File: src/rtl/mlp_pkg.sv
// Shared definitions for the MLP result writer: run modes, FSM state
// encoding and the order-preserving key used to compare scores.
package mlp_pkg;

   localparam int MODE_RAW    = 0;
   localparam int MODE_ARGMAX = 1;

   typedef enum logic [1:0] {
      IDLE  = 2'd0,
      RUN   = 2'd1,
      FLUSH = 2'd2,
      DONE  = 2'd3
   } fsm_state_e;

   // Maps an IEEE-754 single onto an unsigned key with the same ordering:
   // positives get the MSB set, negatives are fully inverted so that a
   // larger magnitude becomes a smaller key.
   function automatic logic [31:0] fp32_order_key(input logic [31:0] v);
      logic [31:0] k;
      if (v[31]) k = ~v;
      else       k = {1'b1, v[30:0]};
      return k;
   endfunction

   // Width-generic ordering key: FP32 ordering for 32-bit scores, signed
   // two's-complement ordering (MSB flip) for any other width. Bits above
   // w stay zero as long as v is zero-extended by the caller.
   function automatic logic [63:0] score_key(input logic [63:0] v, input int w);
      logic [63:0] k;
      if (w == 32) k = {32'd0, fp32_order_key(v[31:0])};
      else         k = v ^ (64'd1 << (w - 1));
      return k;
   endfunction

endpackage

File: src/rtl/mlp_fp_argmax.sv
// Running maximum of one image's scores. Holds the best key seen so far
// and the class index it came from; a sample flagged 'clear' starts a new
// image and is taken unconditionally. Ties keep the earlier (lower) index.
module mlp_fp_argmax
   import mlp_pkg::*;
#(
   parameter int DATA_W = 32,
   parameter int IDX_W  = 4
) (
   input  logic              clk,
   input  logic              clear,
   input  logic              valid,
   input  logic [DATA_W-1:0] data,
   input  logic [IDX_W-1:0]  idx,
   output logic [IDX_W-1:0]  max_idx,
   output logic [DATA_W-1:0] max_key
);

   logic [DATA_W-1:0] key;
   logic [DATA_W-1:0] best_key_p1;
   logic [IDX_W-1:0]  best_idx_p1;
   logic              take;

   assign key  = DATA_W'(score_key(64'(data), DATA_W));
   assign take = valid && (clear || (key > best_key_p1));

   // Capture a new best only on a strictly greater key or on image start.
   always_ff @(posedge clk) begin
      if (take) begin
         best_key_p1 <= key;
         best_idx_p1 <= idx;
      end
   end

   assign max_idx = best_idx_p1;
   assign max_key = best_key_p1;

endmodule

File: src/rtl/mlp_result_writer.sv
// Accepts the classifier score stream and writes it to the y_buf BRAM port,
// either as raw scores (one word per score) or as one argmax class index
// per image. Also generates busy, sticky error and done IRQ/LED signals.
module mlp_result_writer
   import mlp_pkg::*;
#(
   parameter int IMG_NUM    = 10,
   parameter int CLASS_NUM  = 10,
   parameter int DATA_W     = 32,
   parameter int ADDR_W     = 32,
   parameter int BYTE_SHIFT = 2,
   parameter int MODE       = 0
) (
   input  logic              clk,
   input  logic              rst,
   input  logic              start_i,
   input  logic              s_valid_i,
   output logic              s_ready_o,
   input  logic [DATA_W-1:0] s_data_i,
   output logic              y_buf_en,
   output logic              y_buf_wr_en,
   output logic [ADDR_W-1:0] y_buf_addr,
   output logic [DATA_W-1:0] y_buf_data,
   output logic              busy_o,
   output logic              err_o,
   output logic              done_intr_o,
   output logic              done_led_o
);

   localparam int IMG_W  = (IMG_NUM > 1) ? $clog2(IMG_NUM) : 1;
   localparam int CLS_W  = (CLASS_NUM > 1) ? $clog2(CLASS_NUM) : 1;
   localparam int WORD_W = (IMG_NUM * CLASS_NUM > 1) ? $clog2(IMG_NUM * CLASS_NUM) : 1;

   localparam logic [1:0] ST_IDLE  = IDLE;
   localparam logic [1:0] ST_RUN   = RUN;
   localparam logic [1:0] ST_FLUSH = FLUSH;
   localparam logic [1:0] ST_DONE  = DONE;

   logic [1:0]        state;
   logic [IMG_W-1:0]  img_cnt;
   logic [CLS_W-1:0]  class_cnt;
   logic [WORD_W-1:0] word_cnt;
   logic              err_q;
   logic              led_q;

   logic              accept;
   logic              class_last;
   logic              img_last;
   logic [CLS_W-1:0]  fin_idx;

   logic              wr_en_p1;
   logic              last_wr_p1;
   logic [ADDR_W-1:0] addr_p1;
   logic [DATA_W-1:0] data_p1;
   logic              done_p2;

   assign s_ready_o  = (state == ST_RUN);
   assign busy_o     = (state == ST_RUN) || (state == ST_FLUSH);
   assign accept     = s_valid_i && s_ready_o;
   assign class_last = (class_cnt == CLS_W'(CLASS_NUM - 1));
   assign img_last   = (img_cnt == IMG_W'(IMG_NUM - 1));

   // Argmax tracking exists only in argmax mode. The tracker holds the best
   // of the scores already accepted; the score being accepted now is merged
   // here so the image result is ready at the same edge as its last score.
   if (MODE == MODE_ARGMAX) begin : g_argmax
      logic [DATA_W-1:0] in_key;
      logic [DATA_W-1:0] best_key;
      logic [CLS_W-1:0]  best_idx;
      logic              first;

      assign first  = (class_cnt == '0);
      assign in_key = DATA_W'(score_key(64'(s_data_i), DATA_W));

      mlp_fp_argmax #(
         .DATA_W (DATA_W),
         .IDX_W  (CLS_W)
      ) u_argmax (
         .clk     (clk),
         .clear   (first),
         .valid   (accept),
         .data    (s_data_i),
         .idx     (class_cnt),
         .max_idx (best_idx),
         .max_key (best_key)
      );

      assign fin_idx = (first || (in_key > best_key)) ? class_cnt : best_idx;
   end else begin : g_raw
      assign fin_idx = '0;
   end

   // Run control: state, score/image counters and the sticky error flag.
   always_ff @(posedge clk or posedge rst) begin
      if (rst) begin
         state     <= ST_IDLE;
         img_cnt   <= '0;
         class_cnt <= '0;
         word_cnt  <= '0;
         err_q     <= 1'b0;
      end else begin
         case (state)
            ST_IDLE: begin
               // A start clears the old error; a score offered while idle
               // (even alongside start) is still a protocol error.
               err_q <= start_i ? s_valid_i : (err_q | s_valid_i);
               if (start_i) begin
                  state     <= ST_RUN;
                  img_cnt   <= '0;
                  class_cnt <= '0;
                  word_cnt  <= '0;
               end
            end
            ST_RUN: begin
               if (start_i) err_q <= 1'b1;
               if (accept) begin
                  word_cnt <= word_cnt + 1'b1;
                  if (class_last) begin
                     class_cnt <= '0;
                     if (img_last) state <= (MODE == MODE_ARGMAX) ? ST_FLUSH : ST_DONE;
                     else          img_cnt <= img_cnt + 1'b1;
                  end else begin
                     class_cnt <= class_cnt + 1'b1;
                  end
               end
            end
            ST_FLUSH: begin
               if (start_i) err_q <= 1'b1;
               state <= ST_DONE;
            end
            ST_DONE: begin
               if (s_valid_i) err_q <= 1'b1;
               state <= ST_IDLE;
            end
            default: state <= ST_IDLE;
         endcase
      end
   end

   // ---- p1: registered y_buf write, one cycle after the triggering accept
   always_ff @(posedge clk or posedge rst) begin
      if (rst) begin
         wr_en_p1   <= 1'b0;
         last_wr_p1 <= 1'b0;
         addr_p1    <= '0;
         data_p1    <= '0;
      end else begin
         wr_en_p1   <= 1'b0;
         last_wr_p1 <= accept && class_last && img_last;
         if (accept) begin
            if (MODE == MODE_ARGMAX) begin
               if (class_last) begin
                  wr_en_p1 <= 1'b1;
                  addr_p1  <= ADDR_W'(img_cnt) << BYTE_SHIFT;
                  data_p1  <= DATA_W'(fin_idx);
               end
            end else begin
               wr_en_p1 <= 1'b1;
               addr_p1  <= ADDR_W'(word_cnt) << BYTE_SHIFT;
               data_p1  <= s_data_i;
            end
         end
      end
   end

   // ---- p2: completion pulse the cycle after the final write; in argmax
   // mode this lands in DONE, in raw mode in the IDLE cycle that follows.
   // The LED latches with it and is cleared only by an accepted start.
   always_ff @(posedge clk or posedge rst) begin
      if (rst) begin
         done_p2 <= 1'b0;
         led_q   <= 1'b0;
      end else begin
         done_p2 <= last_wr_p1;
         if ((state == ST_IDLE) && start_i) led_q <= 1'b0;
         else if (last_wr_p1)               led_q <= 1'b1;
      end
   end

   assign y_buf_wr_en = wr_en_p1;
   assign y_buf_en    = wr_en_p1;
   assign y_buf_addr  = addr_p1;
   assign y_buf_data  = data_p1;
   assign err_o       = err_q;
   assign done_intr_o = done_p2;
   assign done_led_o  = led_q;

endmodule

File: config.mk
export PLATFORM = sky130hd
export DESIGN_NAME = mlp_result_writer
export DESIGN_NICKNAME = d
export VERILOG_FILES = /design/src/rtl/mlp_pkg.sv /design/src/rtl/mlp_fp_argmax.sv /design/src/rtl/mlp_result_writer.sv
export SDC_FILE = /design/constraint.sdc
export NUM_CORES = 1
export LEC_CHECK = 0
export ABC_AREA = 1
export BUFFER_PORTS_ARGS = -buffer_cell sky130_fd_sc_hd__buf_4
export CORE_MARGIN = 4
export CORE_UTILIZATION = 35
export DETAILED_ROUTE_END_ITERATION = 8
export SLEW_MARGIN = 20
export SYNTH_ARGS = -nofsm -noshare
export SYNTH_HDL_FRONTEND = slang
export SYNTH_SLANG_ARGS = --single-unit
File: constraint.sdc
create_clock -name clk -period 2.9 [get_ports clk]
set_clock_uncertainty 0.05 [all_clocks]
set_input_delay 0.725 -clock clk [delete_from_list [all_inputs] [get_ports clk]]
set_output_delay 0.725 -clock clk [all_outputs]
set_load 0.005 [all_outputs]
==> key figures, run 1 <==
Setup path
  – Worst Setup Start Kind: flop
  – CP max FO: 10
  – Critical path capture point type: output port
  – R2R cell count: 9
  – Signal arrival time at the worst endpoint: 1.49 ns
  – WS Path Type: flop to output port
  – WP data required: 2.12 ns

STA
  – Fmax: 441.3 MHz
  – Pins Over Slew Limit: 0
  – Worst-margin pin slew: 0.7492 ns
  – Max-Slew Margin vs Limit: 50.06%
  – Final min period: 2.266 ns
  – RSZ-0062 raised after global routing: false
  – Fin Setup TNS: 0 ns
  – Final setup fails: 0
  – Fin crit share: 78.15%
  – Hold Vio Cnt, Final: 0

Floorplanning
  – Top Ports: 107
  – Die area: 0.009815 mm²
  – Core area: 0.007888 mm²
  – Die height: 99.07 µm
  – Site Rows: 32
  – Die X: 99.07 µm
  – Initial Util: 36.80%

CTS
  – Hold buffers post-CTS: 0
  – CTS H-tree depth: 3
  – Root buffer cell: clkbuf_8
  – Post-CTS Setup Bufs: 0
  – Worst skew pair latency: 0.33 ns
  – Register clock-pin slew on the reported worst setup and hold paths: 0.07 ns
  – Cts bufs inserted: 9
  – Cts repair resizes: 0
  – Clock buffer depth: 2
  – TritonCTS clock tree: done
  – CTS sink cnt: 61

Routing
  – DR pass1 iterations: 4
  – DR vias: 2278
  – Final antenna-violating net count: 0
  – Post-Route WL: 6.240 mm
  – Vias/cell: 4.298
  – Drt wl/cell: 11.77 µm
  – Residual DRC: 0
  – 1st-iter DRT viols: 94

GRT
  – First-pass GRT wire length: 10.06 mm
  – Initial antenna violation count: 0
  – GRT overflow: 0
  – All-layer global routing usage: 12.69%
  – GR Util met1: 16.76%
  – Met2 Use GR: 19.32%
  – Vias in the first global route: 2170
  – Gr busiest metal: met2
  – Largest net degree at the start of global routing: 62
  – Met3 Use GR: 4.529%

Synthesis
  – Syn Inst Count: 341
  – Register area share after synthesis: 52.59%
  – Count of different cell masters after synthesis: 29
  – Syn Area/Cell: 8.513 µm²
  – Flops & latches, synth: 61
  – Netlist Area Pre-Place: 0.002903 mm²
  – Yosys warns: 0

Power
  – PwrDens: 944.0 mW/mm²
  – Worst ir drop on vdd: 0.5006 mV
  – P_leak: 0.002048 µW

Hold path
  – WHS Path Cells: 0
  – Hold crit path type: flop to flop

Placement
  – DP HPWL: 4.408 mm
  – Placed cell areas: 0.003482 mm²
  – Placer congestion estimate: 0.7957
  – I/O Buffers: 81

Cells and area
  – Post-route cell area: 0.003704 mm²
  – Antenna Cells: 0
  – Share of cells above drive strength 1: 26.64%
  – P&R area growth vs syn: 27.59%
  – Fin nets: 468

Outcome
  – Status: complete, no violations

Job
  – MaxCap Viol Count: 0
[Yosys cell counts, drive strengths merged]
| library cell | count | area [µm²] |
|---|---|---|
| nand2 | 149 | 571.8 |
| dfrtp | 61 | 1526 |
| buf | 32 | 245.2 |
| inv | 23 | 88.84 |
| o21ai | 23 | 118.9 |
| nand3 | 15 | 80.08 |
| nor2 | 13 | 61.31 |
| ha | 9 | 112.6 |
| clkbuf | 4 | 16.26 |
| a21oi | 3 | 22.52 |
| nand4 | 3 | 18.77 |
| xor2 | 2 | 17.52 |
| conb | 1 | 3.750 |
| nor3 | 1 | 5.000 |
| o21a | 1 | 7.510 |
| or2 | 1 | 6.260 |
[power by group]
part / total, µW / leakage, µW / internal [µW] / switching, µW
Clock: 837 / 0.000106 / 486 / 350
Combinational: 1350 / 0.00115 / 607 / 743
Sequential: 1310 / 0.000789 / 1140 / 174
Total: 3500 / 0.00205 / 2230 / 1270
[critical path: stages (launching register included)]
cell and delay [ns]:
dfrtp_1 0.39, inv_1 0.11, ha_1 0.45, buf_4 0.19
[cell usage in the layout, fill, tap and decap left out, types with 2 or more instances in the layout]
master        n
nand2_1     146
xor2_1        2
o21ai_0      20
nor2_1       10
buf_4        83
nand4_1       3
o21ai_1       2
clkinvlp_4    2
nand3_1      14
clkbuf_8      9
conb_1       25
a21oi_2       2
bufinv_16     2
nor2_2        2
dfrtp_1      61
inv_2         3
nand2_2       2
ha_1          9
inv_1        19
[layout make-up]
cell class                 instances  area, µm²
clock buffer                       9      123.9
clock inverter                     7      97.59
tap                              102      127.6
multi-input combinational        245       1116
timing repair buffer              83      623.1
sequential                        61       1526
fill                             794       4184
inverter                          23      88.84
[sequential cells by signal, indices dropped and copies added (netlist names)]
| signal | flops |
|---|---|
| done_intr_o | 1 |
| last_wr_p1 | 1 |
| class_cnt | 4 |
| y_buf_addr | 7 |
| img_cnt | 4 |
| word_cnt | 7 |
| y_buf_en | 1 |
| done_led_o | 1 |
| err_o | 1 |
| y_buf_data | 32 |
| state | 2 |
[path summary, 6_finish.rpt]
path	slack [ns]	start	to
max	0.63	state[1]	s_ready_o
min	0.33	last_wr_p1	done_intr_o
max reg2reg	1.06	state[1]	word_cnt[6]
min reg2reg	0.33	last_wr_p1	done_intr_o
max in group asynchronous	1.74	rst	y_buf_data[16]
min in group asynchronous	0.56	rst	y_buf_data[2]
[routing by layer]
metal  vias up  share of wire [%]
met1      1021                 48
li1       1176                  -
met4         0               0.88
met5         -                  0
met2        76                 43
met3         5                7.9
[cell families after synthesis]
logic type / Yosys count / share of synthesized area (%)
buffers and inverters: 59 / 12.07
xor gates and xnor gates: 2 / 0.6036
other: 1 / 0.1292
DFF: 61 / 52.59
adders and majority gates: 9 / 3.879
AOI/OAI and AO/OA: 27 / 5.130
and+or+nand+nor: 182 / 25.60
[stage by stage]
step                      util, %  instances  hold slack [ns]  power, µW  worst slack (ns)
final                       46.95        530           0.3299       3496            0.6338
after global routing        46.95        530           0.3528       3784            0.5306
after CTS                   46.95        530           0.3376       3561            0.6026
after detailed placement    44.15        514           0.3166       2703            0.9895
after global placement      44.15        514           0.3108       2674             1.038
after floorplan                 -        365           0.3046       2142            0.6120
Note: power is estimated with default switching activity, not from simulation.
==> run 2: changes to the inputs <==
==> constraint.sdc (replaced) <==
create_clock -name clk -period 2.4 [get_ports clk]
set_clock_uncertainty 0.05 [all_clocks]
set_input_delay 0.6 -clock clk [delete_from_list [all_inputs] [get_ports clk]]
set_output_delay 0.6 -clock clk [all_outputs]
set_load 0.005 [all_outputs]
==> key figures, run 2 (synthesized netlist as in run 1, its figures left out) <==
Setup path
  – Worst Setup Start Kind: flop
  – Slowest cell on crit path: ha_1
  – WP data required: 1.75 ns (-0.37 ns)
  – Crit-path cells: inv_1, ha_1, buf_4
  – R2R cell count: 9 (unchanged)
  – CP max FO: 10 (unchanged)
  – WS Path Type: flop to output port
  – Signal arrival time at the worst endpoint: 1.47 ns (-0.02 ns)
  – Reg2reg start: state[1]
  – CP max stage delay: 0.45 ns (about the same)
  – Reg2reg end: word_cnt[5]
  – R2r setup slk: 0.60 ns (-0.46 ns)
  – Critical path capture point type: output port

Cells and area
  – Antenna Cells: 0 (unchanged)
  – Post-route cell area: 0.003694 mm² (-0.27%)
  – Fill cell count: 774 (-2.5%)
  – Most common library cell in the layout ignoring fill and taps: nand2_1
  – P&R area growth vs syn: 27.24%
  – Largest register FFs: 32 (unchanged)
  – Share of cells above drive strength 1: 26.64% (unchanged)
  – Multi-input combinational cell area: 0.001116 mm² (unchanged)
  – Fin nets: 468 (unchanged)
  – Commonest non-fill, non-tap cells in the layout: 146 x nand2_1, 82 x buf_4, 61 x dfrtp_1
  – Storage element area: 0.001526 mm² (unchanged)

STA
  – Hold Vio Cnt, Final: 0 (unchanged)
  – Worst-margin pin slew: 0.6046 ns (-0.1445 ns)
  – Fin crit share: 88.28%
  – Fmax: 472.0 MHz
  – Fin Setup TNS: 0 ns (unchanged)
  – Pins Over Slew Limit: 0 (unchanged)
  – Setup ws final: 0.2813 ns (-0.3524 ns)
  – Final setup fails: 0 (unchanged)
  – RSZ-0062 raised after global routing: false
  – Max-Slew Margin vs Limit: 59.63% (+9.6 points)
  – Final min period: 2.119 ns

CTS
  – Register clock-pin slew on the reported worst setup and hold paths: 0.08 ns (about the same)
  – Hold buffers post-CTS: 0 (unchanged)
  – Clock buffer depth: 2 (unchanged)
  – Root buffer cell: clkbuf_8
  – CTS sink cnt: 61 (unchanged)
  – CTS H-tree depth: 3 (unchanged)
  – TritonCTS clock tree: done
  – Post-CTS Setup Bufs: 0 (unchanged)
  – Worst skew pair latency: 0.34 ns (about the same)
  – Cts bufs inserted: 9 (unchanged)
  – Cts repair resizes: 0 (unchanged)

GRT
  – Vias in the first global route: 2279 (+5.0%)
  – Largest net degree at the start of global routing: 45 (-27%)
  – GRT overflow: 0 (unchanged)
  – First-pass GRT wire length: 10.48 mm (+4.2%)
  – All-layer global routing usage: 12.96% (+0.26 points)
  – Initial antenna violation count: 0 (unchanged)

Power
  – Psw: 1529 µW (+21%)
  – Switch share: 37.11% (+0.86 points)
  – Sequential power share: 38.6% (+1.1 points)
  – PwrDens: 1115 mW/mm² (+18%)
  – Clk pwr share: 21.7% (-2.2 points)
  – Worst ir drop on vdd: 0.6283 mV (+26%)
  – Combinational share of power: 39.7% (+1.1 points)
  – P_leak: 0.002039 µW (-0.46%)
  – Power Internal: 2590 µW (+16%)

Outcome
  – Status: complete, no violations

Floorplanning
  – Top Ports: 107 (unchanged)
  – Core area: 0.007888 mm² (unchanged)
  – Die X: 99.07 µm (unchanged)
  – Die height: 99.07 µm (unchanged)
  – Initial Util: 36.80% (unchanged)
  – Site Rows: 32 (unchanged)
  – Die area: 0.009815 mm² (unchanged)

Routing
  – DR vias: 2330 (+2.3%)
  – Post-Route WL: 6.317 mm (+1.2%)
  – Drt wl/cell: 11.92 µm (+1.2%)
  – Residual DRC: 0 (unchanged)
  – Final antenna-violating net count: 0 (unchanged)
  – 1st-iter DRT viols: 93 (-1.1%)
  – Vias/cell: 4.396 (+2.3%)
  – DR pass1 iterations: 4 (unchanged)

Job
  – MaxCap Viol Count: 0 (unchanged)

Placement
  – DP HPWL: 4.628 mm (+5.0%)
  – Placed cell areas: 0.003495 mm² (+0.36%)
  – Placer congestion estimate: 0.7979 (+0.28%)
  – DP Worst Slack: 0.5977 ns (-0.3918 ns)
  – I/O Buffers: 81 (unchanged)

Hold path
  – Hold crit path type: input pin to asynchronous set/reset pin
==> run 2: cell count changes in the layout (fill, tap and decap cells not counted), sizes merged <==
cell and delta:
clkinvlp +1, bufinv -1
==> run 2: how the worst max path moves through the flow <==
stage,startpoint,to,slack (ns),cells after the start
3_5_place_dp,state[1],word_cnt[5],0.60,9
6_report,state[1],s_ready_o,0.28,3
3_3_place_gp,state[1],word_cnt[6],0.67,9
5_1_grt,state[1],s_ready_o,0.17,3
2_1_floorplan,rst,class_cnt[0],0.24,1
4_1_cts,state[1],s_ready_o,0.25,3
==> run 2: final cells by class <==
type                    instances  share of cell area, %
well taps                     102                  3.455
multi-input cells             245                  30.22
inverters                      23                  2.405
flip-flops and latches         61                  41.33
clock buffers                   9                  3.354
repair buffers                 83                  17.21
clock inverters                 7                  2.033
==> run 2: stage by stage <==
stage | utilization [%] | hold slack, ns | instances | power, µW
2_1_floorplan | - | 0.3046 | 365 | 2588
6_report | 46.83 | 0.2356 | 530 | 4119
3_3_place_gp | 44.31 | 0.3112 | 514 | 3236
3_5_place_dp | 44.31 | 0.3140 | 514 | 3272
5_1_grt | 46.83 | 0.2642 | 530 | 4474
4_1_cts | 46.83 | 0.2412 | 530 | 4187
==> run 2: power groups by stage <==
stage,Clock [µW],Combinational [µW],Sequential (µW)
finish,895,1640,1590
CTS,926,1670,1590
global placement,0,1650,1590
floorplan,0,986,1600
global route,975,1860,1640
detailed placement,0,1660,1610
==> run 2: critical path: cells and delay by family, from the launching register on <==
kind                     cells  cell delay [ns]
adder cells (fa/ha/maj)      1             0.45
flip-flops                   1             0.40
buffers and inverters        2             0.29
==> run 2: routing by layer <==
layer | track usage, % | vias to the layer above | part of all wire, %
li1 | - | 1176 | -
met1 | 17.57 | 1062 | 49
met2 | 19.99 | 83 | 43
met3 | 3.326 | 9 | 7.4
met4 | 4.727 | 0 | 1.4
met5 | 0 | - | 0
